**src/rtl/nn_operand_sel.sv**
```systemverilog
// N-channel operand selector with a registered valid/ready output and a snapshot sweep mode.
// Optional out-of-range error reporting is enabled by defining NN_OPERAND_SEL_ERR_EN.
module nn_operand_sel #(
  parameter int WIDTH    = 14,
  parameter int CHANNELS = 3,
  parameter int SEL_W    = 2
) (
  input  logic                      clk,
  input  logic                      rst_n,
  input  logic [CHANNELS*WIDTH-1:0] in_data,
  input  logic [SEL_W-1:0]          sel,
  input  logic                      in_valid,
  output logic                      in_ready,
  input  logic                      start,
  output logic [WIDTH-1:0]          out_data,
  output logic [SEL_W-1:0]          out_ch,
  output logic                      out_last,
  output logic                      out_valid,
  input  logic                      out_ready,
  output logic                      busy,
  output logic                      sel_err
);

  typedef enum logic {IDLE, SWEEP} state_t;

  localparam logic [SEL_W-1:0] LAST_CH = SEL_W'(CHANNELS - 1);

  state_t                    state_q, state_d;
  logic [SEL_W-1:0]          cnt_q, cnt_d;
  logic [CHANNELS*WIDTH-1:0] snap_q, snap_d;
  logic [WIDTH-1:0]          data_q, data_d;
  logic [SEL_W-1:0]          ch_q, ch_d;
  logic                      last_q, last_d;
  logic                      valid_q, valid_d;
  logic                      err_q, err_d;

  logic                      slot_free;
  logic                      accept;
  logic                      sel_ok;
  logic [WIDTH-1:0]          dir_word;
  logic [WIDTH-1:0]          sweep_word;

  assign slot_free = !valid_q || out_ready;
  assign in_ready  = (state_q == IDLE) && !start && slot_free;
  assign accept    = in_valid && in_ready;
  assign sel_ok    = (int'(sel) < CHANNELS);

  // Explicit compare-mux so an out-of-range index yields zero rather than X.
  always_comb begin
    dir_word   = '0;
    sweep_word = '0;
    for (int k = 0; k < CHANNELS; k++) begin
      if (sel == SEL_W'(k))   dir_word   = in_data[k*WIDTH +: WIDTH];
      if (cnt_q == SEL_W'(k)) sweep_word = snap_q[k*WIDTH +: WIDTH];
    end
  end

  always_comb begin
    state_d = state_q;
    cnt_d   = cnt_q;
    snap_d  = snap_q;
    data_d  = data_q;
    ch_d    = ch_q;
    last_d  = last_q;
    valid_d = valid_q && !out_ready;
    err_d   = 1'b0;
    unique case (state_q)
      IDLE: begin
        if (start) begin
          snap_d  = in_data;
          cnt_d   = '0;
          state_d = SWEEP;
        end else if (accept) begin
          if (sel_ok) begin
            data_d  = dir_word;
            ch_d    = sel;
            last_d  = 1'b0;
            valid_d = 1'b1;
          end else begin
`ifdef NN_OPERAND_SEL_ERR_EN
            err_d   = 1'b1;
`else
            data_d  = '0;
            ch_d    = sel;
            last_d  = 1'b0;
            valid_d = 1'b1;
`endif
          end
        end
      end
      SWEEP: begin
        if (slot_free) begin
          data_d  = sweep_word;
          ch_d    = cnt_q;
          last_d  = (cnt_q == LAST_CH);
          valid_d = 1'b1;
          if (cnt_q == LAST_CH) state_d = IDLE;
          else                  cnt_d   = cnt_q + 1'b1;
        end
      end
    endcase
  end

  always_ff @(posedge clk or negedge rst_n) begin
    if (!rst_n) begin
      state_q <= IDLE;
      cnt_q   <= '0;
      snap_q  <= '0;
      data_q  <= '0;
      ch_q    <= '0;
      last_q  <= 1'b0;
      valid_q <= 1'b0;
      err_q   <= 1'b0;
    end else begin
      state_q <= state_d;
      cnt_q   <= cnt_d;
      snap_q  <= snap_d;
      data_q  <= data_d;
      ch_q    <= ch_d;
      last_q  <= last_d;
      valid_q <= valid_d;
      err_q   <= err_d;
    end
  end

  assign out_data  = data_q;
  assign out_ch    = ch_q;
  assign out_last  = last_q;
  assign out_valid = valid_q;
  assign busy      = (state_q == SWEEP);
  assign sel_err   = err_q;

endmodule

```
**config.mk**
```make
export PLATFORM = sky130hd
export DESIGN_NAME = nn_operand_sel
export DESIGN_NICKNAME = d
export VERILOG_FILES = /design/src/rtl/nn_operand_sel.sv
export SDC_FILE = /design/constraint.sdc
export NUM_CORES = 1
export LEC_CHECK = 0
export ABC_AREA = 1
export CORE_MARGIN = 4
export CORE_UTILIZATION = 30
export CTS_BUF_LIST = sky130_fd_sc_hd__clkbuf_8
export DETAILED_ROUTE_END_ITERATION = 16
export SLEW_MARGIN = 20
export SYNTH_ARGS = -nofsm -noshare
export SYNTH_HDL_FRONTEND = slang
export SYNTH_SLANG_ARGS = --single-unit
```
**constraint.sdc**
```tcl
create_clock -name clk -period 1.25 [get_ports clk]
set_input_delay 0.1875 -clock clk [delete_from_list [all_inputs] [get_ports clk]]
set_output_delay 0.1875 -clock clk [all_outputs]
set_load 0.02 [all_outputs]
```
Yosys cells after proc, flatten, opt, wreduce, memory -nomap -nowiden. Index checks and enable logic that the tools add are counted.

Add/sub/neg operators: 1. Magnitude comparators: 1. Eq/ne operators: 9. Mux-type cells: 31. Bitwise logic cells: 1. Reductions and logical operators: 13.

Operators by type and width (count): 14-bit two-way mux (10); 14-bit one-hot mux with 2 select lines (1); 2-bit two-way mux (6); 1-bit two-way mux (9); 2-bit != test (second input constant) (4); 2-bit one-hot mux with 2 select lines (2); 1-bit one-hot mux with 2 select lines (3); 3-bit AND reduction (2); 2-bit by 1-bit equality test with 1-bit output (second input constant) (2); 2-bit equality test (second input constant) (2); 1-bit logical AND (4); 2-bit zero test (2); 1-bit zero test (3); 2-bit by 1-bit adder with 2-bit output (second input constant) (1); 2-bit less-than comparator (second input constant) (1); 2-bit by 1-bit != test with 1-bit output (second input constant) (1); 2-bit AND reduction (1); 1-bit logical OR (1); 1-bit NOT (1).

Register bits after elaboration: 63. Input bits: 49. Output and inout bits: 21. Word-level logic and storage cells: 63.

Logic depth before layout (Yosys ltp). Gate-level depths: netlist of the first run.

Depth after elaboration: 8. Mapped depth: 11. Depth with buffers taken out: 10.

Worst setup path before layout of the first run. No wires, ideal clock.

Path type: reg-to-reg. Start: register state_q, in the netlist busy. End: register snap_q[10]. Library setup time: 125 ps. Arrival time: 1241 ps. Required time: 1125 ps. Slack: -115 ps. Stages on the path, launching flop included: 6. Buffers on the path: 2. Clock period less this slack: 1365 ps. Cell sequence: dfrtp_1 -> buf_6 -> inv_6 -> nand2_4 -> buf_2 -> mux2_2.

Longest elaborated chain between the ends: 2.

RTL lines: start: declaration (line 28) `state_t state_q, state_d;`; start signal: assignment (line 115) `state_q <= state_d;`; 1-bit NOT (no line); 2-bit AND reduction (no line); end signal: assignment (line 117) `snap_q <= snap_d;`; end: declaration (line 30) `logic [CHANNELS*WIDTH-1:0] snap_q, snap_d;`.

No other way between the ends. A chain may end at the register's enable or synchronous reset.

Final worst setup path of the first run.
Start: register cnt_q[0]. End: register data_q[5], in the netlist out_data[5].

Longest elaborated chain between the ends: 6. Elaborated cells between the ends (all ways): 8. Classes of those cells: eq/ne: 2; mux: 5; reduce/logical: 1.

RTL lines: start: declaration (line 29) `logic [SEL_W-1:0] cnt_q, cnt_d;`; start signal: assignment (line 116) `cnt_q <= cnt_d;`; 2-bit zero test (line 54) `if (cnt_q == SEL_W'(k)) sweep_word = snap_q[k*WIDTH +: WIDTH];`; 14-bit two-way mux (2 in a row) (line 54); 14-bit two-way mux * (line 54); 14-bit two-way mux * (line 92) `if (slot_free) begin`; 14-bit one-hot mux with 2 select lines * (line 67) `unique case (state_q)`; end signal: assignment (line 118) `data_q <= data_d;`; end: declaration (line 31) `logic [WIDTH-1:0] data_q, data_d;`.

Every way passes the cells marked *; elsewhere a longest branch is shown, timed or not. The select of a mux whose other input is x is not followed.

==> metrics.md, run 1 <==
| Metric | Value |
|---|---|
| Worst hold path class | input pin to asynchronous set/reset pin |
| VDD IR max | 0.0008609 V |
| CP cell instances | inv_2, buf_12, ha_4, clkbuf_16, a21oi_1, nand2_1, nand2_1, nand2_1, nand2_1, nand2_1 |
| Share of cells above drive strength 1 | 28.98% |
| Most frequent cells after synthesis | nand2_1 (135), dfrtp_1 (63), nand3_1 (45) |
| # IOs | 70 |
| CP Buf/Inv Count | 3 |
| ANT cells | 0 |
| Number of global-route vias before repair | 2962 |
| DIE AREA | 12830 um2 |
| DP HPWL | 6616 um |
| Largest net degree at the start of global routing | 64 |
| Fin crit share | 121.6% |
| Library cells used by synthesis | 23 |
| Grt total ovfl | 0 |
| Place WS | -414.1 ps |
| Die H | 113.3 um |
| Crit path launch type | flip-flop |
| Setup ws final | -270.4 ps |
| CTS tree | done |
| Layout Area Growth over Synthesis | 49.96% |
| Most common cell in the netlist | nand2_1 |
| Area leader, netlist | dfrtp_1 |
| Ys async rst share | 100.0% |
| Yosys warning count | 0 |
| TritonCTS Sinks | 63 |
| WL per Instance | 15.67 um |
| Violations in the final reports | negative setup slack |
| Critical path class | flip-flop to flip-flop |
| GR Util All Layers | 15.15% |
| Worst Path Arrival | 1750 ps |
| RSZ-0062 raised after global routing | yes |
| Final Max Slew Viols | 0 |
| # fillers | 1030 |
| Initial Utilization | 30.66% |
| Pre-antenna DRT Iters | 4 |
| Max Buffers Root-to-Sink | 2 |
| Flops & latches, synth | 63 |
| Slowest Stage Delay on Critical Path | 390 ps |
| Post-synth EDFFs | 0 |
| Setup crit start | cnt_q[0] |
| Max_cap viols | 0 |
| PortBufs | 68 |
| Worst-skew pair later-pin latency | 340 ps |
| Chip width | 113.3 um |
| Drt drc | 0 |
| Share of the synthesized area in the top cell type | 47.44% |
| Reg-to-reg critical path startpoint | cnt_q[0] |
| Most frequent cell on the critical path | nand2_1 |
| Clk root buf | clkbuf_8 |
| Critical path fanouts, max | 6 |
| Final non-filler cell total | 630 |
| Final hold violation count | 0 |
| DRT Wirelength | 9875 um |
| # setup viols final | 44 |
| CP Data Required Time | 1480 ps |
| Min Tclk post-route | 1520 ps |
| H-Tree Depth | 3 |
| Syn Nets | 447 |
| Cells after synthesis | 395 |
| Inst Count DP | 601 |
| First-pass GRT wire length | 15630 um |
| Ranking of synthesized cells by area | dfrtp_1 (47%), nand2_1 (15%), mux2_2 (9.5%) |
| Leak | 0.002327 uW |
| # rows | 38 |
| Inserted Clock Buffers | 9 |
| Outcome | complete, but fails checks |
| Initial antenna violation count | 0 |
| Delay-heaviest family, CP | buffers and inverters |
| Nets | 538 |
| Seq/Total Area, Yosys | 47.44% |
| Detail Route Antenna Nets | 0 |
| CP max stage cell | dfrtp_1 |
| Layout Skew | 7.809 ps |
| Synth Flop Type | dfrtp_1 |
| Core ar. | 10840 um2 |
| FMAX | 657.7 MHz |
| GPL Wtd Cong | 0.8925 |
| Routed vias | 3020 |
| Reg clk slew, reported paths | 70 ps |
| Setup crit end kind | flip-flop |
| Mapped cell area | 3323 um2 |
| Vias/cell | 4.794 |
| Synthesized area per cell | 8.413 um2 |
| PwrDens | 2274 nW/um2 |
| Initial detailed-routing violation count | 263 |
| Setup_tns | -3778 ps |
[path summary, 6_finish.rpt]
check / to / slack, ps / cells after the start
max in group asynchronous: snap_q[27] / 570 / 3
min: out_data[10] / 380 / 3
min reg2reg: out_data[12] / 460 / 2
max: out_data[5] / -270 / 10
max reg2reg: out_data[5] / -270 / 10
min in group clk: out_data[12] / 460 / 2
[cell families after synthesis]
logic type	Yosys count	share of synthesized area (%)
AOI/OAI and AO/OA	51	9.224
adders and majority gates	3	1.130
and+or+nand+nor	200	24.85
DFF	63	47.44
buffers and inverters	49	7.756
muxes	28	9.488
other	1	0.1128
[cells in the final DEF (no fill, tap or decap), types with 5 or more instances in the layout]
| cell type | count |
|---|---|
| a21oi_4 | 5 |
| a21oi_2 | 20 |
| buf_12 | 8 |
| dfrtp_1 | 62 |
| clkbuf_8 | 13 |
| nor2_4 | 14 |
| a21oi_1 | 20 |
| nand2_2 | 7 |
| inv_1 | 20 |
| nand3_1 | 45 |
| clkdlybuf4s50_1 | 47 |
| nand2_1 | 127 |
| clkdlybuf4s15_1 | 12 |
| buf_4 | 17 |
| mux2_2 | 28 |
| clkbuf_16 | 5 |
| buf_6 | 5 |
[per-layer routing]
metal / global-route usage (%) / part of all wire [%] / vias up / wire, um
met5: 0 / 0 / - / 0
met4: 5.288 / 1.7 / 0 / 168
met3: 3.155 / 5.5 / 14 / 546
met2: 23.18 / 47 / 98 / 4659
met1: 21.28 / 46 / 1453 / 4501
li1: - / - / 1455 / -
[flip-flops by register name, indices dropped and copies added, names as in the netlist]
name / flops
out_ch: 2
out_valid: 1
snap_q: 42
busy: 1
out_data: 14
cnt_q: 2
out_last: 1
[area by class of cell]
type	count	area, um2	share of cell area (%)
clock buffers	13	178.9	3.590
clock inverters	2	7.507	0.1506
inverters	24	100.1	2.009
multi-input cells	283	1735	34.82
flip-flops and latches	63	1578	31.66
well taps	140	175.2	3.515
repair buffers	105	1209	24.25
[stage by stage]
stage	utilization [%]	instance area [um2]	hold WS (ps)	power (uW)
2_1_floorplan	-	3363	-108.1	6737
4_1_cts	42.72	4631	402.2	10390
3_3_place_gp	39.51	4283	227.2	8409
3_5_place_dp	39.51	4283	231.6	8507
5_1_grt	45.97	4984	432.5	12150
6_report	45.97	4984	382.3	11330
[tightest hold or removal path, delay by kind of cell]
kind / cells / cell delay, ps
buffers and inverters: 3 / 930
[report_power, final]
part	switching [uW]	total, uW	internal, uW	leakage, uW
sequential	509	3520	3010	0.000743
combinational	3230	6150	2920	0.00148
clock	750	1660	913	0.000104
total	4490	11300	6840	0.00233
[timing repair]
item / 4_1_cts / 5_1_grt
pin swaps: 1 / 30
resized for setup: 55 / 61
endpoints found under the setup margin: 78 / 70
endpoints found under the hold margin: 63 / 0
hold buffers: 1 / 0
gates cloned: 3 / 5
setup buffers: 2 / 3
Note: power is estimated with default switching activity, not from simulation.
==> run 2, diff against run 1 <==
==> constraint.sdc (replaced) <==
create_clock -name clk -period 1.56 [get_ports clk]
set_input_delay 0.234 -clock clk [delete_from_list [all_inputs] [get_ports clk]]
set_output_delay 0.234 -clock clk [all_outputs]
set_load 0.02 [all_outputs]
==> metrics.md, run 2 (synthesized netlist as in run 1, its figures left out) <==
| Metric | Value |
|---|---|
| Outcome | complete, no violations |
| Reg-to-reg critical path startpoint | cnt_q[0] |
| Initial Utilization | 30.66% |
| Grt total ovfl | 0 |
| Max Buffers Root-to-Sink | 2 |
| Nets | 525 |
| CTS tree | done |
| Most frequent cells in the layout | nand2_1 (135), dfrtp_1 (63), clkdlybuf4s50_1 (52), nand3_1 (45), a21oi_1 (33) |
| Cell Area, Placed | 4259 um2 |
| DRT Wirelength | 8994 um |
| DIE AREA | 12830 um2 |
| Reg2reg path depth | 11 |
| Worst hold path class | input pin to asynchronous set/reset pin |
| CP max stage cell | clkdlybuf4s50_1 |
| Core ar. | 10840 um2 |
| Max FFs per register | 42 |
| VDD IR max | 0.0005674 V |
| Drt drc | 0 |
| Slowest Stage Delay on Critical Path | 600 ps |
| Critical path fanouts, max | 2 |
| # rows | 38 |
| WL per Instance | 14.60 um |
| RSZ-0062 raised after global routing | yes |
| Setup_tns | 0 ps |
| # fillers | 1103 |
| Initial detailed-routing violation count | 151 |
| Leak | 0.002278 uW |
| Inst Count DP | 601 |
| TritonCTS Sinks | 63 |
| Fin util | 41.14% |
| Reg clk slew, reported paths | 70 ps |
| Vias/cell | 4.628 |
| FMAX | 657.8 MHz |
| Worst flop-to-flop path endpoint | out_data[8] |
| Setup crit end kind | output port |
| Largest reg by FF count | snap_q |
| Fin crit share | 97.46% |
| Critical path depth in cells | 1 |
| Detail Route Antenna Nets | 0 |
| # setup viols final | 0 |
| Final non-filler cell total | 616 |
| Met3 Usage GRT | 2.406% |
| Layout Skew | 8.584 ps |
| Min Tclk post-route | 1520 ps |
| CP Buf/Inv Count | 1 |
| First-pass GRT wire length | 14810 um |
| H-Tree Depth | 3 |
| Reg-to-reg slack, setup | 130 ps |
| Commonest non-fill, non-tap cell in the layout | nand2_1 |
| Largest net degree at the start of global routing | 64 |
| Worst Path Arrival | 1290 ps |
| Inserted Clock Buffers | 9 |
| Share of cells above drive strength 1 | 17.23% |
| Delay-heaviest family, CP | buffers and inverters |
| M1 GR Usage | 19.87% |
| # IOs | 70 |
| Layout Area Growth over Synthesis | 34.19% |
| Crit path launch type | flip-flop |
| Clk root buf | clkbuf_8 |
| Max_cap viols | 0 |
| Chip width | 113.3 um |
| Worst-skew pair later-pin latency | 330 ps |
| CP cell instances | clkdlybuf4s50_1 |
| Final Instance Area | 4459 um2 |
| Final hold violation count | 0 |
| GPL Wtd Cong | 0.9223 |
| DP HPWL | 6628 um |
| Critical path class | flip-flop to output port |
| PwrDens | 1762 nW/um2 |
| Routed vias | 2851 |
| Pre-antenna DRT Iters | 4 |
| Final Max Slew Viols | 0 |
| Initial antenna violation count | 0 |
| ANT cells | 0 |
| Number of global-route vias before repair | 2935 |
| Met2 Usage GRT | 21.45% |
| Most Used Layer, Global Route | met2 |
| PortBufs | 68 |
| CP Data Required Time | 1330 ps |
| Die H | 113.3 um |
| GR Util All Layers | 14.48% |
| Fin Hold WS | 417.9 ps |
## run 2: cell types whose count changed in the layout (fill, tap and decap cells not counted), moves of 5 or more
cell	before	now
nor2_1	3	16
nand2_2	7	0
clkbuf_16	5	0
dlymetal6s2s_1	0	11
a21oi_2	20	11
a21oi_1	20	33
nand2_1	127	135
clkdlybuf4s50_1	47	52
nor2_4	14	1
clkdlybuf4s15_1	12	0
## run 2: worst register-to-register path, delay by kind of cell, from the launching register on
kind | cells | cell delay (ps)
and+or+nand+nor | 7 | 490
adders and majority gates | 1 | 160
DFF | 1 | 400
buffers and inverters | 3 | 340
## run 2: worst max-delay path by stage
stage,from,endpoint,slack [ps]
floorplan,busy,snap_q[10],190
global route,cnt_q[0],out_data[1],-20
detailed placement,out_ready,in_ready,-220
finish,out_ch[1],out_ch[1],40
global placement,out_ready,in_ready,-170
CTS,out_data[4],out_data[4],1
## run 2: routing by layer
metal  part of all wire, %  wire length (um)
met5                     0                 0
met4                   2.7               245
met3                   5.4               489
met2                    45              4051
met1                    47              4207
## run 2: final cells by class
type / instances / area (um2) / area share, %
timing repair buffer: 92 / 955.9 / 21.44
clock inverter: 3 / 12.51 / 0.2806
inverter: 24 / 95.09 / 2.132
sequential: 63 / 1577 / 35.35
multi-input combinational: 283 / 1493 / 33.47
clock buffer: 11 / 151.4 / 3.395
tap: 140 / 175.2 / 3.928
## run 2: report_power, final
part | total [uW] | switching [uW] | internal (uW)
sequential | 2740 | 331 | 2410
clock | 1200 | 569 | 631
combinational | 3920 | 2180 | 1740
total | 7860 | 3080 | 4780
## run 2: stage by stage
step / setup slack [ps] / total power (uW)
2_1_floorplan: 194.7 / 5288
3_3_place_gp: -168.9 / 6615
3_5_place_dp: -217.5 / 6708
4_1_cts: 0.9605 / 7919
5_1_grt: -22.07 / 8510
6_report: 39.67 / 7857
## run 2: timing repair
item | 4_1_cts | 5_1_grt
hold endpoints to repair | 63 | 0
cloned | 0 | 0
hold buffers | 1 | 0
gates resized for setup | 5 | 15
endpoints found under the setup margin | 4 | 15
buffers inserted | 0 | 0
==> run 3, diff against run 2 <==
--- a/config.mk
+++ b/config.mk
@@ -10,7 +10,7 @@
 export CORE_UTILIZATION = 30
 export CTS_BUF_LIST = sky130_fd_sc_hd__clkbuf_8
 export DETAILED_ROUTE_END_ITERATION = 16
-export SLEW_MARGIN = 20
+export GPL_TIMING_DRIVEN = 0
 export SYNTH_ARGS = -nofsm -noshare
 export SYNTH_HDL_FRONTEND = slang
 export SYNTH_SLANG_ARGS = --single-unit
==> metrics.md, run 3 (synthesized netlist as in run 1, its figures left out) <==
| Metric | Value |
|---|---|
| # fillers | 1109 |
| Max Buffers Root-to-Sink | 2 |
| Slowest Stage Delay on Critical Path | 600 ps |
| Largest reg by FF count | snap_q |
| Chip width | 113.3 um |
| Layout Skew | 5.434 ps |
| Delay-heaviest family, CP | buffers and inverters |
| Final Max Slew Viols | 0 |
| CP cell instances | clkdlybuf4s50_1 |
| Grt total ovfl | 0 |
| Worst Path Arrival | 1290 ps |
| Crit path launch type | flip-flop |
| Inst Count DP | 601 |
| CP max stage cell | clkdlybuf4s50_1 |
| Die H | 113.3 um |
| # rows | 38 |
| Int Power | 4737 uW |
| Critical path class | flip-flop to output port |
| Initial detailed-routing violation count | 148 |
| Reg-to-reg critical path startpoint | cnt_q[0] |
| Initial antenna violation count | 0 |
| CP Data Required Time | 1330 ps |
| Relative slew slack | 47.87% |
| RSZ-0062 raised after global routing | yes |
| Worst hold path class | input pin to flip-flop |
| Worst-skew pair later-pin latency | 340 ps |
| Worst flop-to-flop path endpoint | out_data[10] |
| Final non-filler cell total | 619 |
| Vias/cell | 4.685 |
| First-pass GRT wire length | 14930 um |
| Core ar. | 10840 um2 |
| Nets | 527 |
| Fin crit share | 97.54% |
| Sw Ratio | 40.73% |
| Clk root buf | clkbuf_8 |
| Inserted Clock Buffers | 9 |
| Commonest non-fill, non-tap cell in the layout | nand2_1 |
| PortBufs | 66 |
| Layout Area Growth over Synthesis | 33.36% |
| Multi-input gate area | 1524 um2 |
| PwrDens | 1803 nW/um2 |
| Fin Hold WS | 445.2 ps |
| Largest net degree at the start of global routing | 64 |
| Slew @ Worst Pin | 781.9 ps |
| Sw Pwr | 3255 uW |
| Setup crit end kind | output port |
| DIE AREA | 12830 um2 |
| Worst Hold Path EP | out_data[2] |
| Gate power share | 50.3% |
| Reg2reg path depth | 10 |
| Min-delay src | sel[1] |
| Seq. cell area | 1577 um2 |
| Leak | 0.002318 uW |
| Number of global-route vias before repair | 2902 |
| Detail Route Antenna Nets | 0 |
| # setup viols final | 0 |
| Min Tclk post-route | 1522 ps |
| GR Util All Layers | 14.63% |
| CP Buf/Inv Count | 1 |
| DRT Wirelength | 9394 um |
| GPL Wtd Cong | 0.8827 |
| # IOs | 70 |
| Most frequent cells in the layout | nand2_1 (135), dfrtp_1 (63), clkdlybuf4s50_1 (47), nand3_1 (45), a21oi_1 (30) |
| ANT cells | 0 |
| WL per Instance | 15.18 um |
| Routed vias | 2900 |
| VDD IR max | 0.0005718 V |
| Critical path fanouts, max | 2 |
| Reg-to-reg slack, setup | 80 ps |
| DP HPWL | 7094 um |
| Max FFs per register | 42 |
| Final hold violation count | 0 |
| CTS tree | done |
| Setup crit start | out_data[0] |
| FMAX | 657.2 MHz |
| Drt drc | 0 |
| Reg clk slew, reported paths | 70 ps |
| Share of cells above drive strength 1 | 19.62% |
| Max_cap viols | 0 |
| H-Tree Depth | 3 |
| Pre-antenna DRT Iters | 5 |
| Sequential share of power | 34.5% |
| Initial Utilization | 30.66% |
| Portion of total power attributed to the clock network | 15.2% |
| TritonCTS Sinks | 63 |
| Hold path depth | 7 |
| Outcome | complete, no violations |
==> run 3: area by class of cell <==
| cell class | count | area share, % |
|---|---|---|
| sequential | 63 | 35.57 |
| tap | 140 | 3.953 |
| buffer | 25 | 4.150 |
| timing repair buffer | 69 | 16.09 |
| multi-input combinational | 283 | 34.39 |
| inverter | 24 | 2.146 |
| clock inverter | 5 | 0.5929 |
| clock buffer | 10 | 3.106 |
==> run 3: worst max-delay path by stage <==
| stage | end | cells past startpoint | slack [ps] |
|---|---|---|---|
| 3_3_place_gp | snap_q[0] | 1 | -1830 |
| 6_report | out_data[0] | 1 | 40 |
| 5_1_grt | out_data[4] | 10 | -20 |
| 4_1_cts | out_data[5] | 10 | 0.4 |
| 2_1_floorplan | snap_q[10] | 5 | 190 |
| 3_5_place_dp | in_ready | 3 | -250 |
==> run 3: power groups by stage <==
stage	logic, uW	clock network (uW)	registers (uW)
final	4020	1220	2760
after global routing	4440	1320	2840
after CTS	3890	1250	2750
after detailed placement	3820	0	2780
after global placement	3770	0	2750
after floorplan	2340	0	2950
==> run 3: repair_timing <==
item | in CTS | in global routing
hold buffers | 1 | 0
buffers inserted | 0 | 2
pin swaps | 0 | 2
endpoints found under the hold margin | 1 | 0
resized for setup | 15 | 30
setup endpoints to repair | 19 | 31
==> run 3: per-stage QoR <==
stage	power [uW]	worst slack (ps)	TNS [ps]	utilization, %	instance area (um2)
6_report	7992	38.45	0	40.88	4432
5_1_grt	8598	-24.75	-54.52	40.88	4432
4_1_cts	7894	0.3868	0	40.05	4342
3_5_place_dp	6605	-253.8	-4446	38.34	4156
3_3_place_gp	6512	-1834	-119270	38.37	4159
2_1_floorplan	5288	194.7	0	-	3323
==> run 3: per-layer routing <==
layer / global-route usage, % / vias to the layer above / share of wire [%]
met4: 5.609 / 0 / 1.6
met2: 22.83 / 91 / 47
li1: - / 1432 / -
met3: 3.316 / 12 / 5.2
met5: 0 / - / 0
met1: 19.82 / 1365 / 46
